File: src/rtl/cpu_pkg.sv
// Shared core types and constants.
// Fetch FSM states, default widths and the fault NOP word.
package cpu_pkg;

  localparam int ADD_WIDTH  = 32;
  localparam int INST_WIDTH = 32;

  // andi r0,r0,0
  localparam logic [31:0] NOP_INST = 32'h0340_0000;

  typedef enum logic [1:0] {
    IDLE,
    REQ,
    DROP
  } fetch_state_t;

endpackage

File: src/rtl/fetch_timeout_cnt.sv
// Bus-timeout counter: sync clear, count enable, terminal count.
// Ports: clk, rstn, clr_i, en_i in; tc_o high when count == TIMEOUT-1.
module fetch_timeout_cnt #(
  parameter int TIMEOUT = 16
) (
  input  logic clk,
  input  logic rstn,
  input  logic clr_i,
  input  logic en_i,
  output logic tc_o
);

  localparam int CW = $clog2(TIMEOUT);

  logic [CW-1:0] cnt_q;

  always_ff @(posedge clk or negedge rstn) begin
    if (!rstn) begin
      cnt_q <= '0;
    end else if (clr_i) begin
      cnt_q <= '0;
    end else if (en_i) begin
      cnt_q <= cnt_q + CW'(1);
    end
  end

  assign tc_o = (cnt_q == CW'(TIMEOUT - 1));

endmodule

File: src/rtl/inst_fetch_unit.sv
// Instruction fetch stage: PC -> imem req/ack -> IR, with flush/timeout.
// Ports: control (fetch_start, flush), imem handshake, IR + status pulses.
module inst_fetch_unit #(
  parameter int ADD_WIDTH  = cpu_pkg::ADD_WIDTH,
  parameter int INST_WIDTH = cpu_pkg::INST_WIDTH,
  parameter int TIMEOUT    = 16,
  parameter logic [INST_WIDTH-1:0] NOP_INST = cpu_pkg::NOP_INST
) (
  input  logic                  clk,
  input  logic                  rstn,
  input  logic [ADD_WIDTH-1:0]  pc_in,
  input  logic                  fetch_start,
  input  logic                  flush,
  output logic                  imem_req,
  output logic [ADD_WIDTH-1:0]  imem_addr,
  input  logic                  imem_ack,
  input  logic [INST_WIDTH-1:0] imem_rdata,
  input  logic                  imem_err,
  output logic [INST_WIDTH-1:0] ir_out,
  output logic [ADD_WIDTH-1:0]  ir_pc,
  output logic                  ir_valid,
  output logic                  fetch_busy,
  output logic                  fetch_done,
  output logic                  exc_adef,
  output logic                  exc_bus
);

  import cpu_pkg::*;

  fetch_state_t state_q;

  logic                  req_q;
  logic [ADD_WIDTH-1:0]  addr_q;
  logic [INST_WIDTH-1:0] ir_q;
  logic [ADD_WIDTH-1:0]  ir_pc_q;
  logic                  ir_valid_q;
  logic                  done_q;
  logic                  adef_q;
  logic                  bus_q;
  logic                  tmo;

  // Held clear in IDLE so every REQ entry starts from zero;
  // keeps running through DROP to bound the abandoned request.
  fetch_timeout_cnt #(
    .TIMEOUT (TIMEOUT)
  ) u_tmo (
    .clk   (clk),
    .rstn  (rstn),
    .clr_i (state_q == IDLE),
    .en_i  ((state_q != IDLE) && !imem_ack),
    .tc_o  (tmo)
  );

  always_ff @(posedge clk or negedge rstn) begin
    if (!rstn) begin
      state_q    <= IDLE;
      req_q      <= 1'b0;
      addr_q     <= '0;
      ir_q       <= NOP_INST;
      ir_pc_q    <= '0;
      ir_valid_q <= 1'b0;
      done_q     <= 1'b0;
      adef_q     <= 1'b0;
      bus_q      <= 1'b0;
    end else begin
      done_q <= 1'b0;
      adef_q <= 1'b0;
      bus_q  <= 1'b0;
      unique case (state_q)
        IDLE: begin
          if (flush) begin
            ir_valid_q <= 1'b0;
          end else if (fetch_start) begin
            ir_valid_q <= 1'b0;
            if (|pc_in[1:0]) begin
              adef_q  <= 1'b1;
              done_q  <= 1'b1;
              ir_q    <= NOP_INST;
              ir_pc_q <= pc_in;
            end else begin
              addr_q  <= pc_in;
              req_q   <= 1'b1;
              state_q <= REQ;
            end
          end
        end
        REQ: begin
          if (imem_ack) begin
            req_q   <= 1'b0;
            state_q <= IDLE;
            if (imem_err) begin
              ir_q       <= NOP_INST;
              ir_valid_q <= 1'b0;
              bus_q      <= 1'b1;
              done_q     <= 1'b1;
            end else if (flush) begin
              ir_valid_q <= 1'b0;
            end else begin
              ir_q       <= imem_rdata;
              ir_pc_q    <= addr_q;
              ir_valid_q <= 1'b1;
              done_q     <= 1'b1;
            end
          end else if (flush) begin
            // Request stays up until acked; only a
            // coincident timeout may drop it here.
            ir_valid_q <= 1'b0;
            if (tmo) begin
              req_q   <= 1'b0;
              state_q <= IDLE;
            end else begin
              state_q <= DROP;
            end
          end else if (tmo) begin
            req_q      <= 1'b0;
            state_q    <= IDLE;
            ir_q       <= NOP_INST;
            ir_valid_q <= 1'b0;
            bus_q      <= 1'b1;
            done_q     <= 1'b1;
          end
        end
        DROP: begin
          if (imem_ack || tmo) begin
            req_q   <= 1'b0;
            state_q <= IDLE;
          end
        end
        default: begin
          req_q   <= 1'b0;
          state_q <= IDLE;
        end
      endcase
    end
  end

  assign imem_req   = req_q;
  assign imem_addr  = addr_q;
  assign ir_out     = ir_q;
  assign ir_pc      = ir_pc_q;
  assign ir_valid   = ir_valid_q;
  assign fetch_done = done_q;
  assign exc_adef   = adef_q;
  assign exc_bus    = bus_q;
  assign fetch_busy = (state_q != IDLE);

endmodule

File: config.mk
export PLATFORM = sky130hd
export DESIGN_NAME = inst_fetch_unit
export DESIGN_NICKNAME = d
export VERILOG_FILES = /design/src/rtl/cpu_pkg.sv /design/src/rtl/fetch_timeout_cnt.sv /design/src/rtl/inst_fetch_unit.sv
export SDC_FILE = /design/constraint.sdc
export NUM_CORES = 1
export LEC_CHECK = 0
export ABC_AREA = 1
export CAP_MARGIN = 20
export CELL_PAD_IN_SITES_DETAIL_PLACEMENT = 0
export CELL_PAD_IN_SITES_GLOBAL_PLACEMENT = 1
export CORE_ASPECT_RATIO = 0.9
export CORE_UTILIZATION = 35
export CTS_CLUSTER_DIAMETER = 150
export DETAILED_ROUTE_END_ITERATION = 7
export PLACE_DENSITY = 0.9
export SETUP_SLACK_MARGIN = 0.15
export SYNTH_ARGS = -nofsm -noshare
export SYNTH_HDL_FRONTEND = slang
export SYNTH_SLANG_ARGS = --single-unit
File: constraint.sdc
create_clock -name clk -period 4.35 [get_ports clk]
set_input_delay 1.305 -clock clk [delete_from_list [all_inputs] [get_ports clk]]
set_output_delay 1.305 -clock clk [all_outputs]
set_load 0.02 [all_outputs]
==> impl_metrics.env <==
export IMPL_status="completed"
export IMPL_dr_first_iter_drc_count=216
export IMPL_grt_pass1_wl_um=21300
export IMPL_cp_end_kind="register"
export IMPL_p_int_w=0.00191
export IMPL_setup_ws_ps=894
export IMPL_syn_inst=589
export IMPL_postCtsSetupBuffers=0
export IMPL_gp_congestion=0.789
export IMPL_combPwrFrac_pct=27.7
export IMPL_grt_use_met1_pct=23.6
export IMPL_startpoint_type="input pin"
export IMPL_yosysTopAreaCell="dfrtp_1"
export IMPL_grt_met2_usage_pct=30.7
export IMPL_crit_fanout=33
export IMPL_initial_utilization_pct=36.0
export IMPL_swShare_pct=30.6
export IMPL_synth_area_um2=4830
export IMPL_htreeDepth=3
export IMPL_cts_max_path_buffers=2
export IMPL_yosys_warnings=0
export IMPL_final_hold_violation_count=0
export IMPL_fmax_mhz=289
export IMPL_worst_slew_pin_slew_ps=597
export IMPL_clkTransAtPathRegs_ps=60
export IMPL_postPlaceCellArea_um2=6650
export IMPL_p_leak_nw=3.40
export IMPL_hold_buffers=0
export IMPL_min_path_type="register to register"
export IMPL_grt_pass1_vias=4251
export IMPL_maxSlewViolCount=0
export IMPL_skew_ps=5.23
export IMPL_root_buffer="clkbuf_16"
export IMPL_multiInputGateArea_um2=1810
export IMPL_p_per_area_nw_per_um2=395
export IMPL_setup_violations=0
export IMPL_cts_resized=0
export IMPL_power_switching_w=0.000839
export IMPL_setup_tns_ps=0
export IMPL_viasPerCell=4.74
export IMPL_diodes=0
export IMPL_drt_wl_total_um=13100
export IMPL_min_period_ps=3460
export IMPL_insertion_delay_ps=350
export IMPL_coreArea_um2=13400
export IMPL_grt_start_max_net_pins=78
export IMPL_ys_ff_latch=107
export IMPL_grtUsageMet3_pct=6.71
export IMPL_grt_usage_pct=19.0
export IMPL_critical_path_class="input pin to register"
export IMPL_num_io_pins=172
export IMPL_area_growth_pct=43.8
export IMPL_cts_tree="built"
export IMPL_synth_top_cell_area_share_pct=53.8
export IMPL_wl_per_cell_um=14.3
export IMPL_num_vias=4362
export IMPL_nFillCells=1304
export IMPL_post_place_ws_ps=493
export IMPL_maxCapViolCount=0
export IMPL_postRouteAntennaNets=0
export IMPL_arrival_ps=3690
export IMPL_cts_sinks=107
export IMPL_drc=0
export IMPL_firstDrtPassIters=4
export IMPL_rsz0062_at_grt="false"
export IMPL_regArea_um2=2680
export IMPL_fp_dieH_um=113
export IMPL_period_share_pct=79.4
export IMPL_dp_hpwl_um=9080
export IMPL_rows=40
export IMPL_drive_gt1_share_pct=5.05
export IMPL_synth_area_leaders="dfrtp_1 54%, nand2_1 17%, o21ai_0 4.6%, nand3b_1 4.5%, nand3_1 4.0%"
export IMPL_seqPwrFrac_pct=44.2
export IMPL_syn_avg_cell_area_um2=8.21
export IMPL_io_buffer_count=171
export IMPL_critPathRequiredTime_ps=4590
export IMPL_synth_nets=660
export IMPL_maxSlewHeadroom_pct=60.1
export IMPL_pwr_share_clk_pct=28.0
export IMPL_grt_overflow=0
export IMPL_seq_area_frac_synth_pct=55.5
export IMPL_die_width_um=126
export IMPL_antenna_found_initial=0
export IMPL_top_usage_layer="met2"
export IMPL_fin_nets=818
export IMPL_final_area_um2=6950
export IMPL_synthDistinctLibCells=25
export IMPL_cts_made_buffers=9
export IMPL_ir_worst_vdd_mv=0.223
export IMPL_dieArea_um2=14300
critical path: stages:
cell and delay (ps):
clkdlybuf4s50_1 530, inv_1 90, nor2_1 130, nand3_2 430, nand2_2 160, buf_4 330, nand2_2 430, nand2_1 190
nand2_1 60
logic make-up after synthesis:
| family | after synthesis | share of synthesized area (%) |
|---|---|---|
| compound gates | 69 | 7.22 |
| buf+inv | 82 | 7.17 |
| flops | 107 | 55.5 |
| fa+ha+maj | 1 | 0.259 |
| simple gates | 330 | 29.9 |
power by group through the flow:
stage | sequential [W] | clock, W | combinational [W]
detailed placement | 0.00123 | 0 | 0.000763
CTS | 0.00122 | 0.000794 | 0.000767
floorplan | 0.00139 | 0 | 0.000184
finish | 0.00121 | 0.000770 | 0.000762
global route | 0.00123 | 0.000829 | 0.000824
global placement | 0.00123 | 0 | 0.000757
layout make-up:
cell class              count  area share (%)
clock buffers              14            3.80
inverters                  49            2.65
flip-flops and latches    107            38.6
well taps                 168            3.02
multi-input cells         400            26.0
repair buffers            180            25.8
clock inverters             2           0.144
through the flow:
| stage | std cells | total power, W | hold WS [ps] | util [%] |
|---|---|---|---|---|
| final | 920 | 0.00275 | 477 | 51.8 |
| after global placement | 903 | 0.00198 | 453 | 49.6 |
| after floorplan | 589 | 0.00157 | 494 | - |
| after CTS | 919 | 0.00278 | 474 | 51.6 |
| after detailed placement | 903 | 0.00199 | 459 | 49.6 |
| after global routing | 920 | 0.00288 | 492 | 51.8 |
cell usage after synthesis (all sizes together):
master and count:
dfrtp 104, inv 49, nand2 230, nand3 40, o21ai 45, nand4 2, nand3b 29, a21oi 22
o21bai 1, clkbuf 14, dfstp 3, a31oi 1, nor3 2, nor2 27, buf 19, ha 1
cells in the final DEF, fill, tap and decap left out:
cell,count
dfstp_2,3
nand3b_1,29
buf_4,9
o21bai_1,1
buf_16,1
nor3_1,2
dfrtp_1,104
nand4_2,1
clkbuf_8,2
nand2_4,1
clkdlybuf4s50_1,170
o21ai_1,1
nand2_1,225
nand2_2,4
inv_1,46
inv_2,3
nor2_2,1
nand4_1,1
nand3_1,39
clkinv_2,2
clkbuf_1,3
a21oi_1,22
ha_1,1
clkbuf_16,9
o21ai_0,44
nand3_2,1
nor2_4,1
a31oi_1,1
nor2_1,25
routing by layer:
metal	vias up	part of all wire, %
met5	-	0
met4	0	1.7
met3	14	8.4
met2	162	45
met1	2021	45
li1	2165	-
sequential cells by signal (all words and copies together) (netlist names):
signal       flops
imem_req         1
imem_addr       32
state_q          2
ir_valid         1
exc_bus          1
fetch_done       1
exc_adef         1
ir_pc           32
ir_out          32
u_tmo.cnt_q      4
worst paths after layout:
kind | end | slack, ps | cells past startpoint | startpoint
setup / recovery | ir_out[30]$_DFFE_PN0P_ | 890 | 9 | fetch_start
hold / removal | ir_out[22]$_DFFE_PN1P_ | 480 | 2 | ir_out[22]$_DFFE_PN1P_
setup reg to reg | ir_out[30]$_DFFE_PN0P_ | 1790 | 9 | state_q[1]$_DFFE_PN0P_
hold reg to reg | ir_out[22]$_DFFE_PN1P_ | 480 | 2 | ir_out[22]$_DFFE_PN1P_
max in group asynchronous | ir_pc[13]$_DFFE_PN0P_ | 2630 | 3 | rstn
min in group asynchronous | fetch_done$_DFF_PN0_ | 840 | 1 | rstn
Note: power is estimated with default switching activity, not from simulation.
==> RTL change (config.mk and constraints unchanged) <==
The package constant `ADD_WIDTH` goes from 32 to 64.
--- a/src/rtl/cpu_pkg.sv
+++ b/src/rtl/cpu_pkg.sv
@@ -4,3 +4,3 @@
 
-  localparam int ADD_WIDTH  = 32;
+  localparam int ADD_WIDTH  = 64;
   localparam int INST_WIDTH = 32;
Ports: changed (resized imem_addr, ir_pc and pc_in); port bits go from 172 to 268. The function was not compared with the original's and may differ.
==> RTL change against the unedited design <==
Core utilization fell by 0.50 points. Die area rose by 59%. Sequential cell count rose by 64. Routed wire length rose by 48%. Cell area rose by 60%. Area after synthesis rose by 60%. Power rose by 150%. Sequential power rose by 100%. Cell count rose by 50%. Setup slack improved by 0.46 ns. Maximum frequency rose by 15%.
==> RTL change: results (changes against the unedited design) <==
status complete, no violations (unchanged); largest net degree at the start of global routing 97 (was 78); initial antenna violation count 1 (was 0); Initial DRC Count 348 (was 216); H-tree lvl count 4 (was 3); count of different cell masters after synthesis 29 (was 25); worst rel slew slack 34.2% (was 60.1%); P_leak 4.93 nW (was 3.40 nW); sw frac 37.7% (was 30.6%); CTS Buf Count 17 (was 9); IO buf count 267 (was 171); GP Congestion 0.832 (was 0.789); DR WL/cell 14.1 um (was 14.3 um); Clk Latency, worst-skew pair 0.42 ns (was 0.35 ns); DP HPWL 13.1 mm (was 9.08 mm); root buf cell clkbuf_16 (unchanged); Max Cap Viol 0 (unchanged); dominant cells by area after synthesis dfrtp_1, nand2_1, o21ai_2 (was dfrtp_1, nand2_1, o21ai_0); vias in the first global route 5724 (was 4251); synthesized net count 934 (was 660); part of the Yosys area used for sequential elements 55.4% (was 55.5%); nets 1176 (was 818); router iterations before antenna repair 5 (was 4); Post-synth top cells nand2_1, dfrtp_1, o21ai_2 (was nand2_1, dfrtp_1, inv_1); skew final 0.0124 ns (was 0.00523 ns); CP max FO 8 (was 33); total track usage 17.3% (was 19.0%); setup slack at placement 1.02 ns (was 0.493 ns); Period minus WS final 2.99 ns (was 3.46 ns); Worst EP arrival 1.69 ns (was 3.69 ns); Vias 6216 (was 4362); first-pass GRT wire length 31.2 mm (was 21.3 mm)
[RTL change: changes by cell type after synthesis, moves of 10 or more]
cell	unedited run	this run
dfrtp_1	104	168
o21ai_2	0	83
nand2_1	225	260
buf_6	0	20
nand3b_1	29	0
nand3_1	39	4
o21ai_1	1	13
inv_1	46	72
o21a_1	0	51
o21ai_0	44	65
clkbuf_1	14	4
[RTL change: critical path, cell delays in order (launching register included)]
cell             delay [ns]
dfrtp_1                0.45
inv_2                  0.09
nand2_4                0.11
clkdlybuf4s50_1        0.62
[RTL change: metal layers]
layer | up-vias | GRT usage, % | wire (um)
met1 | 2885 | 22.8 | 8810
met3 | 15 | 5.11 | 1210
met4 | 0 | 5.67 | 261
met2 | 179 | 27.1 | 9140
met5 | - | 0 | 0
li1 | 3137 | - | -
[RTL change: through the flow]
step                area (um^2)  util (%)  hold slack [ns]  std cells
global route              11100      51.3            0.497       1378
floorplan                  7740         -            0.503        831
detailed placement        10500      48.6            0.466       1345
CTS                       11100      51.3            0.482       1377
finish                    11100      51.3            0.480       1378
global placement          10500      48.6            0.459       1345
[RTL change: cells by family (layout without fill, tap and decap cells)]
family / after synthesis / after routing / share of synthesized area (%)
compound gates: 231 / 231 / 20.7
fa+ha+maj: 1 / 1 / 0.162
buf+inv: 129 / 384 / 8.78
flops: 171 / 171 / 55.4
simple gates: 299 / 299 / 15.0
other cells: 0 / 1 / 0
[RTL change: worst paths after layout]
| check | start | to | slack (ns) | cells after the start |
|---|---|---|---|---|
| max | state_q[1] | fetch_busy | 1.36 | 3 |
| min | ir_out[25] | ir_out[25] | 0.48 | 2 |
| max reg2reg | state_q[1] | ir_pc[58] | 1.83 | 5 |
| min reg2reg | ir_out[25] | ir_out[25] | 0.48 | 2 |
| max in group asynchronous | rstn | ir_pc[58] | 2.60 | 2 |
| min in group asynchronous | rstn | ir_out[15] | 0.84 | 1 |
[RTL change: layout make-up]
| cell class | instances | area, um^2 |
|---|---|---|
| inverters | 77 | 289 |
| well taps | 291 | 364 |
| clock inverters | 15 | 160 |
| diodes | 1 | 2.50 |
| repair buffers | 275 | 2780 |
| flip-flops and latches | 171 | 4280 |
| fillers | 2006 | 10500 |
| multi-input cells | 531 | 2800 |
| clock buffers | 17 | 425 |
[RTL change: power by group through the flow]
stage	sequential [W]	combinational, W	clock, W
final	0.00242	0.00290	0.00154
after global routing	0.00249	0.00311	0.00164
after CTS	0.00243	0.00294	0.00159
after detailed placement	0.00245	0.00293	0
after global placement	0.00244	0.00291	0
after floorplan	0.00304	0.00102	0
